==> config.mk <==
export PLATFORM = sky130hd
export DESIGN_NAME = id_stage_reg
export DESIGN_NICKNAME = d
export VERILOG_FILES = /design/src/rtl/rv32i_pkg.sv /design/src/rtl/imm_sel_decode.sv /design/src/rtl/id_stage_reg.sv
export SDC_FILE = /design/constraint.sdc
export NUM_CORES = 1
export LEC_CHECK = 0
export CAP_MARGIN = 20
export CORE_AREA = 2 2 95 97
export CTS_BUF_LIST = sky130_fd_sc_hd__clkbuf_4
export CTS_CLUSTER_SIZE = 30
export DETAILED_ROUTE_END_ITERATION = 16
export DIE_AREA = 0 0 97 99
export PLACE_DENSITY = 0.83
export SYNTH_ARGS = -nofsm -noshare
export SYNTH_HDL_FRONTEND = slang
export SYNTH_HIERARCHICAL = 1
export SYNTH_SLANG_ARGS = --single-unit
export TNS_END_PERCENT = 5
==> constraint.sdc <==
create_clock -name clk_i -period 1.8 [get_ports clk_i]
set_input_delay 0.45 -clock clk_i [delete_from_list [all_inputs] [get_ports clk_i]]
set_output_delay 0.45 -clock clk_i [all_outputs]
set_load 0.05 [all_outputs]
==> src/rtl/rv32i_pkg.sv <==
// RV32I opcode encodings and immediate-select bit positions shared by the decode stage.
// Latency: none (package). Backpressure: n/a.
package rv32i_pkg;

    localparam logic [6:0] OPC_LUI      = 7'b0110111;
    localparam logic [6:0] OPC_AUIPC    = 7'b0010111;
    localparam logic [6:0] OPC_JAL      = 7'b1101111;
    localparam logic [6:0] OPC_JALR     = 7'b1100111;
    localparam logic [6:0] OPC_BRANCH   = 7'b1100011;
    localparam logic [6:0] OPC_LOAD     = 7'b0000011;
    localparam logic [6:0] OPC_STORE    = 7'b0100011;
    localparam logic [6:0] OPC_OP_IMM   = 7'b0010011;
    localparam logic [6:0] OPC_OP       = 7'b0110011;
    localparam logic [6:0] OPC_MISC_MEM = 7'b0001111;
    localparam logic [6:0] OPC_SYSTEM   = 7'b1110011;

    localparam int IMM_SEL_W = 6;
    localparam int IMM_I1    = 0;
    localparam int IMM_I2    = 1;
    localparam int IMM_S     = 2;
    localparam int IMM_B     = 3;
    localparam int IMM_U     = 4;
    localparam int IMM_J     = 5;

endpackage

==> src/rtl/imm_sel_decode.sv <==
// Combinational RV32I decode into one-hot immediate select, rd write-enable, illegal flag and fields.
// Latency: 0 cycles. Backpressure: none (pure logic). ID_ILLEGAL_CHK_EN enables illegal-instruction checks.
module imm_sel_decode
    import rv32i_pkg::*;
(
    input  logic [31:0]          i_inst,
    output logic [IMM_SEL_W-1:0] o_imm_sel,
    output logic                 o_rd_we,
    output logic                 o_illegal,
    output logic [24:0]          o_payload,
    output logic [4:0]           o_rs1,
    output logic [4:0]           o_rs2,
    output logic [4:0]           o_rd
);

    logic [6:0]           w_opcode;
    logic [2:0]           w_funct3;
    logic                 w_shamt;
    logic [IMM_SEL_W-1:0] w_imm_sel;
    logic                 w_writes_rd;
    logic                 w_known;

    assign w_opcode  = i_inst[6:0];
    assign w_funct3  = i_inst[14:12];
    assign w_shamt   = (w_funct3 == 3'b001) || (w_funct3 == 3'b101);
    assign o_payload = i_inst[31:7];
    assign o_rs1     = i_inst[19:15];
    assign o_rs2     = i_inst[24:20];
    assign o_rd      = i_inst[11:7];

    always_comb begin
        w_imm_sel   = '0;
        w_writes_rd = 1'b0;
        w_known     = 1'b1;
        case (w_opcode)
            OPC_LUI, OPC_AUIPC: begin
                w_imm_sel[IMM_U] = 1'b1;
                w_writes_rd      = 1'b1;
            end
            OPC_JAL: begin
                w_imm_sel[IMM_J] = 1'b1;
                w_writes_rd      = 1'b1;
            end
            OPC_JALR, OPC_LOAD, OPC_SYSTEM: begin
                w_imm_sel[IMM_I1] = 1'b1;
                w_writes_rd       = 1'b1;
            end
            OPC_MISC_MEM: w_imm_sel[IMM_I1] = 1'b1;
            OPC_OP_IMM: begin
                // shift-immediates carry a 5-bit shamt, not a 12-bit immediate
                if (w_shamt) w_imm_sel[IMM_I2] = 1'b1;
                else         w_imm_sel[IMM_I1] = 1'b1;
                w_writes_rd = 1'b1;
            end
            OPC_STORE:  w_imm_sel[IMM_S] = 1'b1;
            OPC_BRANCH: w_imm_sel[IMM_B] = 1'b1;
            OPC_OP:     w_writes_rd      = 1'b1;
            default:    w_known          = 1'b0;
        endcase
    end

`ifdef ID_ILLEGAL_CHK_EN
    logic w_bad_shift;

    always_comb begin
        w_bad_shift = 1'b0;
        if (w_opcode == OPC_OP_IMM && w_shamt) begin
            if (w_funct3 == 3'b101)
                w_bad_shift = (i_inst[31:25] != 7'b0000000) && (i_inst[31:25] != 7'b0100000);
            else
                w_bad_shift = (i_inst[31:25] != 7'b0000000);
        end
    end

    assign o_illegal = !w_known || (i_inst[1:0] != 2'b11) || w_bad_shift;
    assign o_imm_sel = o_illegal ? '0 : w_imm_sel;
    assign o_rd_we   = !o_illegal && w_writes_rd && (o_rd != 5'd0);
`else
    assign o_illegal = 1'b0;
    assign o_imm_sel = w_imm_sel;
    assign o_rd_we   = w_known && w_writes_rd && (o_rd != 5'd0);
`endif

endmodule

==> src/rtl/id_stage_reg.sv <==
// Decode pipeline register feeding the immediate generator; flush drops held and incoming instructions.
// Latency: 1 cycle. Backpressure: in_ready_o = !out_valid_o | out_ready_i; outputs hold while stalled.
module id_stage_reg
    import rv32i_pkg::*;
#(
    parameter int              XLEN      = 32,
    parameter logic [XLEN-1:0] XLEN_ZERO = '0
) (
    input  logic                 clk_i,
    input  logic                 rst_n_i,
    input  logic                 flush_i,
    input  logic                 in_valid_i,
    output logic                 in_ready_o,
    input  logic [31:0]          in_inst_i,
    input  logic [XLEN-1:0]      in_pc_i,
    output logic                 out_valid_o,
    input  logic                 out_ready_i,
    output logic [24:0]          out_inst_o,
    output logic [XLEN-1:0]      out_pc_o,
    output logic [IMM_SEL_W-1:0] imm_sel_o,
    output logic [4:0]           rs1_o,
    output logic [4:0]           rs2_o,
    output logic [4:0]           rd_o,
    output logic                 rd_we_o,
    output logic                 illegal_o
);

    logic [IMM_SEL_W-1:0] w_imm_sel;
    logic                 w_rd_we;
    logic                 w_illegal;
    logic [24:0]          w_payload;
    logic [4:0]           w_rs1, w_rs2, w_rd;
    logic                 w_in_ready;
    logic                 w_load;

    logic                 r_valid;
    logic [IMM_SEL_W-1:0] r_imm_sel;
    logic                 r_rd_we;
    logic                 r_illegal;
    logic [24:0]          r_inst;
    logic [XLEN-1:0]      r_pc;
    logic [4:0]           r_rs1, r_rs2, r_rd;

    imm_sel_decode u_dec (
        .i_inst    (in_inst_i),
        .o_imm_sel (w_imm_sel),
        .o_rd_we   (w_rd_we),
        .o_illegal (w_illegal),
        .o_payload (w_payload),
        .o_rs1     (w_rs1),
        .o_rs2     (w_rs2),
        .o_rd      (w_rd)
    );

    assign w_in_ready = !r_valid || out_ready_i;
    assign w_load     = in_valid_i && w_in_ready && !flush_i;

    always_ff @(posedge clk_i or negedge rst_n_i) begin
        if (!rst_n_i)      r_valid <= 1'b0;
        else if (flush_i)  r_valid <= 1'b0;
        else if (w_load)   r_valid <= 1'b1;
        else if (out_ready_i) r_valid <= 1'b0;
    end

    always_ff @(posedge clk_i or negedge rst_n_i) begin
        if (!rst_n_i) begin
            r_imm_sel <= '0;
            r_rd_we   <= 1'b0;
            r_illegal <= 1'b0;
            r_inst    <= '0;
            r_pc      <= XLEN_ZERO;
            r_rs1     <= '0;
            r_rs2     <= '0;
            r_rd      <= '0;
        end else if (flush_i) begin
            r_imm_sel <= '0;
            r_rd_we   <= 1'b0;
            r_illegal <= 1'b0;
            r_pc      <= XLEN_ZERO;
        end else if (w_load) begin
            r_imm_sel <= w_imm_sel;
            r_rd_we   <= w_rd_we;
            r_illegal <= w_illegal;
            r_inst    <= w_payload;
            r_pc      <= in_pc_i;
            r_rs1     <= w_rs1;
            r_rs2     <= w_rs2;
            r_rd      <= w_rd;
        end
    end

    // decoded controls must never leak from an empty stage
    assign imm_sel_o   = r_valid ? r_imm_sel : '0;
    assign rd_we_o     = r_valid && r_rd_we;
    assign illegal_o   = r_valid && r_illegal;
    assign in_ready_o  = w_in_ready;
    assign out_valid_o = r_valid;
    assign out_inst_o  = r_inst;
    assign out_pc_o    = r_pc;
    assign rs1_o       = r_rs1;
    assign rs2_o       = r_rs2;
    assign rd_o        = r_rd;

endmodule

**Word-level counts from Yosys, hierarchy flattened**

Cells that the tools add are included.

- Output and inout port bits: 82
- Word-level logic and storage cells: 63
- Input port bits: 69
- Register bits after elaboration: 81

- Muxes and demuxes: 22
- Equal/unequal tests: 13
- Reductions and logical operators: 18
- Bitwise gates (word level): 1

Operators with widths:

| cell | number |
|---|---|
| $mux W32 | 2 |
| $eq A7 B7 Y1 const B | 4 |
| $eq A7 B6 Y1 const B | 3 |
| $mux W6 | 3 |
| $mux W1 | 16 |
| $eq A7 B5 Y1 const B | 2 |
| $reduce_or A11 Y1 | 1 |
| $reduce_or A8 Y1 | 1 |
| $eq A7 B2 Y1 const B | 1 |
| $eq A7 B4 Y1 const B | 1 |
| $logic_and A1 B1 Y1 | 6 |
| $reduce_bool A5 Y1 | 1 |
| $reduce_or A4 Y1 | 1 |
| $eq A3 B1 Y1 const B | 1 |
| $eq A3 B3 Y1 const B | 1 |
| $reduce_bool A3 Y1 | 1 |
| $logic_not A1 Y1 | 2 |
| $logic_or A1 B1 Y1 | 2 |
| $pmux W1 S2 | 1 |
| $reduce_and A2 Y1 | 1 |
| $reduce_bool A2 Y1 | 1 |
| $reduce_or A2 Y1 | 1 |
| $not A1 Y1 | 1 |

**Logic depth before layout (Yosys ltp)**

- Depth in word-level cells: 7
- Gate-level depth with buffers: 5
- Gate-level depth less buffers: 5

**Modules after synthesis**

The synthesis kept the hierarchy.

Modules (own cells, without submodules):

| module | seq. area each (um^2) | times used | cells each | area each (um^2) |
|---|---|---|---|---|
| id_stage_reg | 2026.9 | 1 | 280 | 3300.7 |
| imm_sel_decode | 0.0 | 1 | 67 | 475.5 |

**Worst setup path before layout**

Ideal clock, no wire load.

- Kind: reg-to-output
- From: register r_valid (netlist: out_valid_o)
- To: output port in_ready_o
- Arrival time: 1338 ps
- Setup slack: 12 ps
- Path buffers: 1
- Cell stages (with the launch flop): 4
- Required time: 1350 ps
- Cell sequence: dfrtp_1 -> and2b_4 -> clkinv_1 -> buf_2

- Longest elaborated chain between the ends: 2

RTL lines:

| element | RTL line | text |
|---|---|---|
| from (decl) | id_stage_reg.sv:36 | `logic r_valid;` |
| from (signal assigned) | id_stage_reg.sv:59 | `if (!rst_n_i) r_valid <= 1'b0;` |
| from (signal assigned) | id_stage_reg.sv:60 | `else if (flush_i) r_valid <= 1'b0;` |
| from (signal assigned) | id_stage_reg.sv:61 | `else if (w_load) r_valid <= 1'b1;` |
| $logic_not A1 Y1 | id_stage_reg.sv:55 | `assign w_in_ready = !r_valid \|\| out_ready_i;` |
| $logic_or A1 B1 Y1 | id_stage_reg.sv:55 |  |
| to (decl) | id_stage_reg.sv:13 | `output logic in_ready_o,` |

No other way between the ends.

**Worst setup path in the final report**

- From: input port out_ready_i
- To: register r_inst[0] (netlist: out_inst_o[0])

- Longest elaborated chain between the ends: 4

RTL lines:

| element | RTL line | text |
|---|---|---|
| from (decl) | id_stage_reg.sv:17 | `input logic out_ready_i,` |
| $logic_or A1 B1 Y1 | id_stage_reg.sv:55 |  |
| $logic_and A1 B1 Y1 (2 in series) | id_stage_reg.sv:56 | `assign w_load = in_valid_i && w_in_ready && !flush_i;` |
| $reduce_and A2 Y1 (no source line) | n/a |  |
| to (signal assigned) | id_stage_reg.sv:84 | `r_inst <= w_payload;` |
| to (decl) | id_stage_reg.sv:40 | `logic [24:0] r_inst;` |

No other way between the ends.
A chain may end at the register's enable or synchronous reset.

==> reports/results.ini <==
[detailed_routing]
drt-vias-per-instance = 5.23
ant_nets = 0
route.detailed.wl_per_inst_microns = 15.9
drtIter0Drc = 68
wirelength_microns = 9070
dr_total_vias = 2989
drtPass1Iterations = 4
drc = 0

[power]
sw_frac_of_total_pct = 35.8
switchingPower_w = 0.00176
power.density_nw_per_um2 = 942
power.share.combinational_pct = 33.1
leakage_nw = 2.30
intPower_w = 0.00315
seqPwrFrac_pct = 43.2
pwr-share-clk_pct = 23.7
total_power_w = 0.00491
peakVddDrop_v = 0.000472

[sta]
finalSetupViolations = 0
fin_crit_ns = 1.78
finalMaxSlewViolations = 0
max_freq_mhz = 561
fin_tns_setup_ns = 0
finalCritPeriodShare_pct = 99.0
clock_skew_ns = 0.0141
hold_viol = 0
rsz0062_at_grt = true

[yosys]
synthTopCellsByCount = 81 x dfrtp_1, 42 x a21oi_1, 42 x nand3_1
synth_top_area_cell = dfrtp_1
synth_most_common_cell = dfrtp_1
synth_edf_count = 0
synth.ff_latch_count = 81
ys_types = 32
syn_avg_cell_area_sq_um = 10.9
synth_nets = 416
synth_area_leaders = dfrtp_1 54%, mux2_2 11%, buf_4 8.2%
ys.flop_type = dfrtp_1
yosys_warnings = 6
synthCells = 347
async_reset_ff_share_pct = 100
synth_top_area_share_pct = 53.7
synth_area_sq_um = 3780
yosysSeqAreaShare_pct = 53.7

[cts]
insertion_delay_ns = 0.40
clkTransAtPathRegs_ns = 0.12
clk_path_buf_depth = 2
cts_sinks = 81
cts_tree = built
cts-root-buf = clkbuf_4
htreeDepth = 3
tritoncts.num_buffers = 9

[floorplan]
dieArea_sq_um = 9600
core_sq_um = 8550
chipWidth_microns = 97
ioPinCount = 151
die_h_microns = 99
rows = 34
start_util_pct = 44.2

[worst_setup_path]
start_kind = primary input
worstSetupPathType = primary input to register
required_ns = 2.08
path_max_fanout = 40
crit_arrival_ns = 2.07
worstSetupEndpointType = register

[final_layout]
antenna_cells = 0
multiInputGateArea_sq_um = 1310
fin_nets = 528
final_cells = 572
seq_area_sq_um = 2030
drive_gt1_share_pct = 34.7
fill_cells = 702
area_growth_pct = 38.0

[run]
maxCapViolCount = 0

[place]
dp.cells = 555
gp_congestion = 0.758
dpl.hpwl_microns = 6300
io_buffer_count = 150

[global_route]
grt_max_degree = 82
grt_overflow_total = 0
grt_pass1_wl_microns = 15000
groute.usage.overall_pct = 19.0
antenna_found_initial = 0
grt_pass1_vias = 3027

[status]
status = finished clean

[worst_hold_path]
hp-class = primary input to async pin

==> what timing repair did <==
item                       CTS  global route
setup endpoints to repair    2            10
gates cloned                 0             0
setup buffers                1             0
resized for setup            3             6
hold buffers                 0             0
==> cells by family after synthesis <==
group | after synthesis | share of synthesized area (%)
compound gates | 87 | 11.9
flops | 81 | 53.7
buf+inv | 70 | 12.0
other cells | 1 | 0.0993
mux | 40 | 11.9
simple gates | 68 | 10.4
==> layout make-up <==
type,instances,share of cell area (%)
Multi-Input combinational cell,196,25.1
Sequential cell,81,38.9
Tap cell,108,2.59
Timing Repair Buffer,168,30.3
Inverter,3,0.264
Clock buffer,9,1.30
Clock inverter,7,1.63
==> path summary, 6_finish.rpt <==
check,from,endpoint,slack (ns),depth (start not counted)
min in group clk_i,out_inst_o[19],out_inst_o[19],0.50,1
min,rst_n_i,out_inst_o[22],0.02,2
max in group asynchronous,rst_n_i,out_pc_o[3],1.39,2
max reg2reg,out_valid_o,out_inst_o[0],0.12,5
min reg2reg,out_inst_o[19],out_inst_o[19],0.50,1
max,out_ready_i,out_inst_o[0],0.02,6
==> state kept, by name (all words and copies together) (netlist names) <==
signal and count:
out_pc_o 32, out_inst_o 25, r_imm_sel 6, rd_o 5, rs1_o 5, rs2_o 5, out_valid_o 1, r_illegal 1
r_rd_we 1
==> metal layers <==
metal	up-vias	routed length, microns	global-route usage, %
met5	-	0	0
met4	0	59	5.85
met3	6	824	6.67
met2	127	4350	30.0
met1	1459	3840	24.7
li1	1397	-	-
==> per-stage QoR <==
stage               utilization, %  hold WS, ns  worst slack, ns  area [sq um]
floorplan                        -        0.154           0.0120          3780
global placement              58.8        0.470           -0.215          5030
detailed placement            58.8        0.477           -0.267          5030
CTS                           60.8       0.0457          0.00436          5200
global route                  61.0       0.0572          -0.0106          5210
finish                        61.0       0.0214           0.0174          5210
==> power by group through the flow <==
stage | clock network, W | registers, W | logic, W
after floorplan | 0 | 0.00284 | 0.000367
after global placement | 0 | 0.00215 | 0.00160
after detailed placement | 0 | 0.00216 | 0.00163
after CTS | 0.00120 | 0.00213 | 0.00163
after global routing | 0.00126 | 0.00215 | 0.00170
final | 0.00116 | 0.00212 | 0.00162
==> critical path: stages <==
cell and delay [ns]:
clkdlybuf4s50_1 0.46, and2b_4 0.20, buf_4 0.14, nor3_4 0.17, buf_12 0.26, mux2_2 0.36
==> cells in the final DEF (no fill, tap or decap), drive strengths merged, types with 2 or more instances in the layout <==
| master | instances |
|---|---|
| o21ai | 41 |
| and3b | 2 |
| and2 | 9 |
| inv | 3 |
| buf | 101 |
| dfrtp | 81 |
| bufinv | 2 |
| mux2 | 40 |
| clkinv | 4 |
| clkbuf | 9 |
| a21oi | 42 |
| nand3 | 42 |
| nor2 | 3 |
| clkdlybuf4s50 | 67 |
| nand2b | 3 |
(Power assumes the default switching activity.)
==> variant 1 (config.mk and constraints unchanged) <==
Change the parameter `XLEN` from 32 to 16.
--- a/src/rtl/id_stage_reg.sv
+++ b/src/rtl/id_stage_reg.sv
@@ -3,7 +3,7 @@
 module id_stage_reg
     import rv32i_pkg::*;
 #(
-    parameter int              XLEN      = 32,
+    parameter int              XLEN      = 16,
     parameter logic [XLEN-1:0] XLEN_ZERO = '0
 ) (
     input  logic                 clk_i,
Interface: changed (resized in_pc_i and out_pc_o); port bits go from 151 to 119. The function was not compared with the original's and may differ.
==> variant 1 against the unedited design <==
- final area shrank 16%
- sequential power is 18% lower
- sequential share of layout area down 1.9 points
- routed wire length is 19% lower
- core utilization down 9.5 points
- critical path depth is 3 lower
- synthesized cell count fell by 21%
- setup slack improved by 0.042 ns
- register-to-register slack improved by 0.06 ns
- area after synthesis down 14%
- power decreased by 12%
- maximum frequency up 2.4%
- sequential cell count decreased by 16
- highest routed layer unchanged
==> variant 1: results (changes against the unedited design) <==
Outcome
  – Status: completed

Global route
  – Largest net degree at the start of global routing: 66 (-20%)
  – First-pass GRT wire length: 12100 um (-19%)
  – All-layer global routing usage: 0.155 (-0.0343)
  – Vias in the first global route: 2465 (-19%)

Final layout
  – # fillers: 729 (+3.8%)
  – Max FFs per register: 25 (-22%)
  – Signal buf overhead: 0.293 (-0.00937)
  – Multi-In Gates: 148 (-24%)
  – Register Area: 1630 um2 (-20%)
  – Plain + repair buffers: 136 (-19%)
  – Multi-input combinational area share: 0.269 (+0.0182)
  – Clk cell area share: 0.0347 (+0.00542)
  – Fin nets: 416 (-21%)
  – Design area: 4400 um2 (-16%)

Detailed routing
  – Routed vias/inst: 4.84 (-7.4%)
  – Initial detailed-routing violation count: 57 (-16%)
  – DR vias: 2303 (-23%)
  – WL/cell: 15.3 um (-3.2%)

Logic synthesis
  – Most frequent cells after synthesis: dfrtp_1 (65), buf_4 (41), mux2_4 (30)
  – Register area share after synthesis: 0.503 (-0.0339)
  – Netlist cell types: 33 (+3.1%)
  – Post-Syn Nets: 327 (-21%)
  – Mapped Cells: 274 (-21%)
  – Seq cells post-synth: 65 (-20%)

Placed design
  – Area post-placement: 4230 um2 (-16%)
  – Post-detail-place hpwl: 5220 um (-17%)
  – Placer Congestion: 0.783 (+3.2%)
  – Setup WS pre-CTS: -0.247 ns (+0.0195 ns)
  – Placed cells: 459 (-17%)

Setup path
  – Crit path to: rd_we_o
  – Register-to-Register Path Depth: 5 (unchanged)
  – WP data arrival: 1.29 ns (-0.78 ns)
  – Crit path max-delay family: flip-flops
  – CP Buf/Inv Count: 2 (-1)
  – Worst-path maximum fanout: 9 (-78%)
  – Worst-path cell with the longest stage delay: dfrtp_1
  – Slowest cell delay on critical path: 0.39 ns (-0.07 ns)
  – Critical Path Source: out_valid_o
  – R2r setup slk: 0.18 ns (+0.06 ns)

Clock network
  – Clk_lat worst skew: 0.38 ns (-0.02 ns)

Pwr
  – Worst vdd ir: 500 uV (+5.9%)

STA
  – Final WS setup: 0.0590 ns (+0.0416 ns)
  – Clock Skew: 0.00676 ns (-0.00737 ns)
-- variant 1: cell types whose count changed after synthesis, moves of 4 or more --
cell	before	now
nand3_1	42	26
o21ai_0	41	24
mux2_1	4	0
a21oi_1	42	26
mux2_4	0	30
clkbuf_1	13	5
and2_2	0	8
dfrtp_1	81	65
and2_1	9	1
mux2_2	36	10
-- variant 1: per-layer routing --
metal / vias to the layer above / track usage / share of wire
met4: 0 / 0.0531 / 0.011
met3: 10 / 0.0496 / 0.074
met2: 82 / 0.263 / 0.49
li1: 1090 / - / -
met1: 1121 / 0.189 / 0.42
met5: - / 0 / 0
-- variant 1: worst min-delay path by stage --
stage / to / slack (ns) / cells past startpoint
6_report: out_inst_o[8] / 0.05 / 2
5_1_grt: out_inst_o[9] / 0.06 / 2
4_1_cts: rs1_o[3] / 0.04 / 2
3_5_place_dp: rs1_o[3] / 0.49 / 2
3_3_place_gp: out_inst_o[8] / 0.49 / 2
2_1_floorplan: out_inst_o[0] / 0.15 / 0
-- variant 1: report_power, final --
part / switching, mW / total [mW] / internal [mW]
Sequential: 0.102 / 1.74 / 1.64
Combinational: 0.918 / 1.50 / 0.582
Clock: 0.514 / 1.06 / 0.550
Total: 1.53 / 4.30 / 2.77
-- variant 1: repair_timing --
item,CTS,global route
gates resized for setup,3,0
setup buffers,1,0
setup endpoints to repair,1,0
-- variant 1: logic make-up (layout without fill, tap and decap cells) --
group | Yosys count | after routing | share of synthesized area
other | 1 | 1 | 0.00116
flip-flops | 65 | 65 | 0.503
AO/OA/AOI/OAI | 55 | 55 | 0.0897
multiplexers | 40 | 40 | 0.174
AND/OR/NAND/NOR | 52 | 52 | 0.101
buffers and inverters | 61 | 155 | 0.132
==> variant 2 (same settings) <==
Made on the original files. Make the reset (`rst_n_i`) synchronous in 2 clocked blocks.
--- a/src/rtl/id_stage_reg.sv
+++ b/src/rtl/id_stage_reg.sv
@@ -55,14 +55,14 @@
     assign w_in_ready = !r_valid || out_ready_i;
     assign w_load     = in_valid_i && w_in_ready && !flush_i;
 
-    always_ff @(posedge clk_i or negedge rst_n_i) begin
+    always_ff @(posedge clk_i) begin
         if (!rst_n_i)      r_valid <= 1'b0;
         else if (flush_i)  r_valid <= 1'b0;
         else if (w_load)   r_valid <= 1'b1;
         else if (out_ready_i) r_valid <= 1'b0;
     end
 
-    always_ff @(posedge clk_i or negedge rst_n_i) begin
+    always_ff @(posedge clk_i) begin
         if (!rst_n_i) begin
             r_imm_sel <= '0;
             r_rd_we   <= 1'b0;
Behaviour: differs if rst_n_i is asserted again (counterexample within 4 cycles, from zero or initial values and one cycle with rst_n_i low); with rst_n_i held inactive, the same outputs for 10 cycles.
==> variant 2 against the unedited design <==
- sequential cell count did not move
- final area rose by 3.3%
- synthesized cell count rose by 29%
- routed wire length rose by 7.3%
- setup slack improved by 0.084 ns
- via count rose by 19%
- area after synthesis rose by 8.6%
Power is not compared: it rests on default switching activity, and its combinational part moved more than twofold at a synthesized area within 25%.
==> variant 2: results (changes against the unedited design) <==
Final layout
  – Antenna diodes: 0 (unchanged)
  – Finished Layout Cells: 658 (+15%)
  – Fraction of layout cells with a size suffix above 1: 0.378 (+0.0312)
  – Max FFs per register: 32 (unchanged)
  – Fin nets: 614 (+16%)
  – # fillers: 718 (+2.3%)

Placed design
  – # port buffers: 150 (unchanged)
  – Post-detail-place hpwl: 6910 um (+9.6%)
  – Setup WS pre-CTS: -0.128 ns (+0.139 ns)
  – Area post-placement: 5220 um2 (+3.8%)
  – Placer Congestion: 0.933 (+23%)
  – Placed cells: 642 (+16%)

Logic synthesis
  – Main synth FF type: dfxtp_1
  – Post-Syn Nets: 516 (+24%)
  – Mapped Cells: 447 (+29%)
  – Register area share after synthesis: 0.395 (-0.141)
  – Synth area leaders: dfxtp_1 (40%), o21ai_2 (17%), nand4_1 (12%)
  – Asr flop ratio synth: 0 (-1.00)
  – Netlist cell types: 31 (-3.1%)
  – Most frequent cells after synthesis: dfxtp_1 (81), nand2_1 (81), nand4_1 (80), o21ai_2 (80), buf_4 (43)
  – YS warnings: 6 (unchanged)

Global route
  – Largest net degree at the start of global routing: 81 (-1.2%)
  – All-layer global routing usage: 0.199 (+0.00936)
  – Vias in the first global route: 3333 (+10%)
  – Initial antenna violation count: 0 (unchanged)
  – First-pass GRT wire length: 15900 um (+6.2%)

Detailed routing
  – DR vias: 3556 (+19%)
  – DR pass1 iterations: 4 (unchanged)
  – Post-DRT Antenna Nets: 0 (unchanged)
  – Initial detailed-routing violation count: 115 (+69%)
  – Drt total wl: 9740 um (+7.3%)

Setup path
  – Slowest cell delay on critical path: 0.39 ns (-0.07 ns)
  – Worst-path cell with the longest stage delay: clkdlybuf4s50_1
  – WP data arrival: 1.25 ns (-0.82 ns)
  – Worst-path maximum fanout: 5 (-88%)

Pwr
  – Worst vdd ir: 512 uV
  – Leak Pwr: 2.11 nW
  – Internal power: 2.77 mW

Flow run
  – Max Cap Viol: 0 (unchanged)

Clock network
  – CTS clk-pin slew, worst paths: 0.13 ns
  – H-tree depth: 3 (unchanged)
  – Clk_lat worst skew: 0.42 ns (+0.02 ns)
  – CTS Buf Count: 9 (unchanged)
  – Root buffer cell: clkbuf_4
  – Longest Clk Path Bufs: 2 (unchanged)

Outcome
  – Status: completed

Hold path
  – Tightest Hold Check Type: flop to flop

STA
  – Clock Skew: 0.0196 ns (+0.00546 ns)
## variant 2: final cells by class
class	count	area [um2]	share of cell area
Timing Repair Buffer	173	1690	0.314
Sequential cell	81	1620	0.301
Tap cell	108	135	0.0251
Clock buffer	11	82.6	0.0153
Inverter	2	7.51	0.00139
Multi-Input combinational cell	278	1770	0.328
Clock inverter	5	80.1	0.0149
## variant 2: power by group through the flow
stage	logic, mW	clock network (mW)	registers [mW]
floorplan	0.355	0	2.14
global placement	0.797	0	1.93
detailed placement	0.808	0	1.93
CTS	0.811	1.26	1.89
global route	0.851	1.33	1.90
finish	0.808	1.23	1.89
## variant 2: repair_timing
| action | 4_1_cts | 5_1_grt |
|---|---|---|
| hold buffers | 0 | 0 |
| resized for setup | 0 | 1 |
| setup buffers | 0 | 0 |
| setup endpoints to repair | 0 | 9 |
| hold endpoints to repair | 0 | 0 |
## variant 2: final timing paths
check | from | end | slack [ns] | cells past startpoint
setup reg to reg | out_valid_o | out_pc_o[28] | 0.57 | 4
hold reg to reg | out_pc_o[17] | out_pc_o[17] | 0.47 | 2
setup / recovery | out_ready_i | in_ready_o | 0.10 | 3
hold / removal | out_pc_o[17] | out_pc_o[17] | 0.47 | 2
## variant 2: layer usage
layer / vias up / GRT usage / routed length, um
met4: 0 / 0.0813 / 159
met5: - / 0 / 0
met2: 146 / 0.310 / 4400
met1: 1646 / 0.255 / 4300
met3: 15 / 0.0667 / 874
li1: 1749 / - / -
## variant 2: cell families after synthesis
logic type | count (synthesis) | share of synthesized area
flops | 81 | 0.395
compound gates | 87 | 0.184
buf+inv | 88 | 0.178
other cells | 1 | 0.000915
simple gates | 190 | 0.242
## variant 2: critical path, delay by kind of cell
family	cells	cell delay, ns
and+or+nand+nor	1	0.23
buffers and inverters	2	0.56
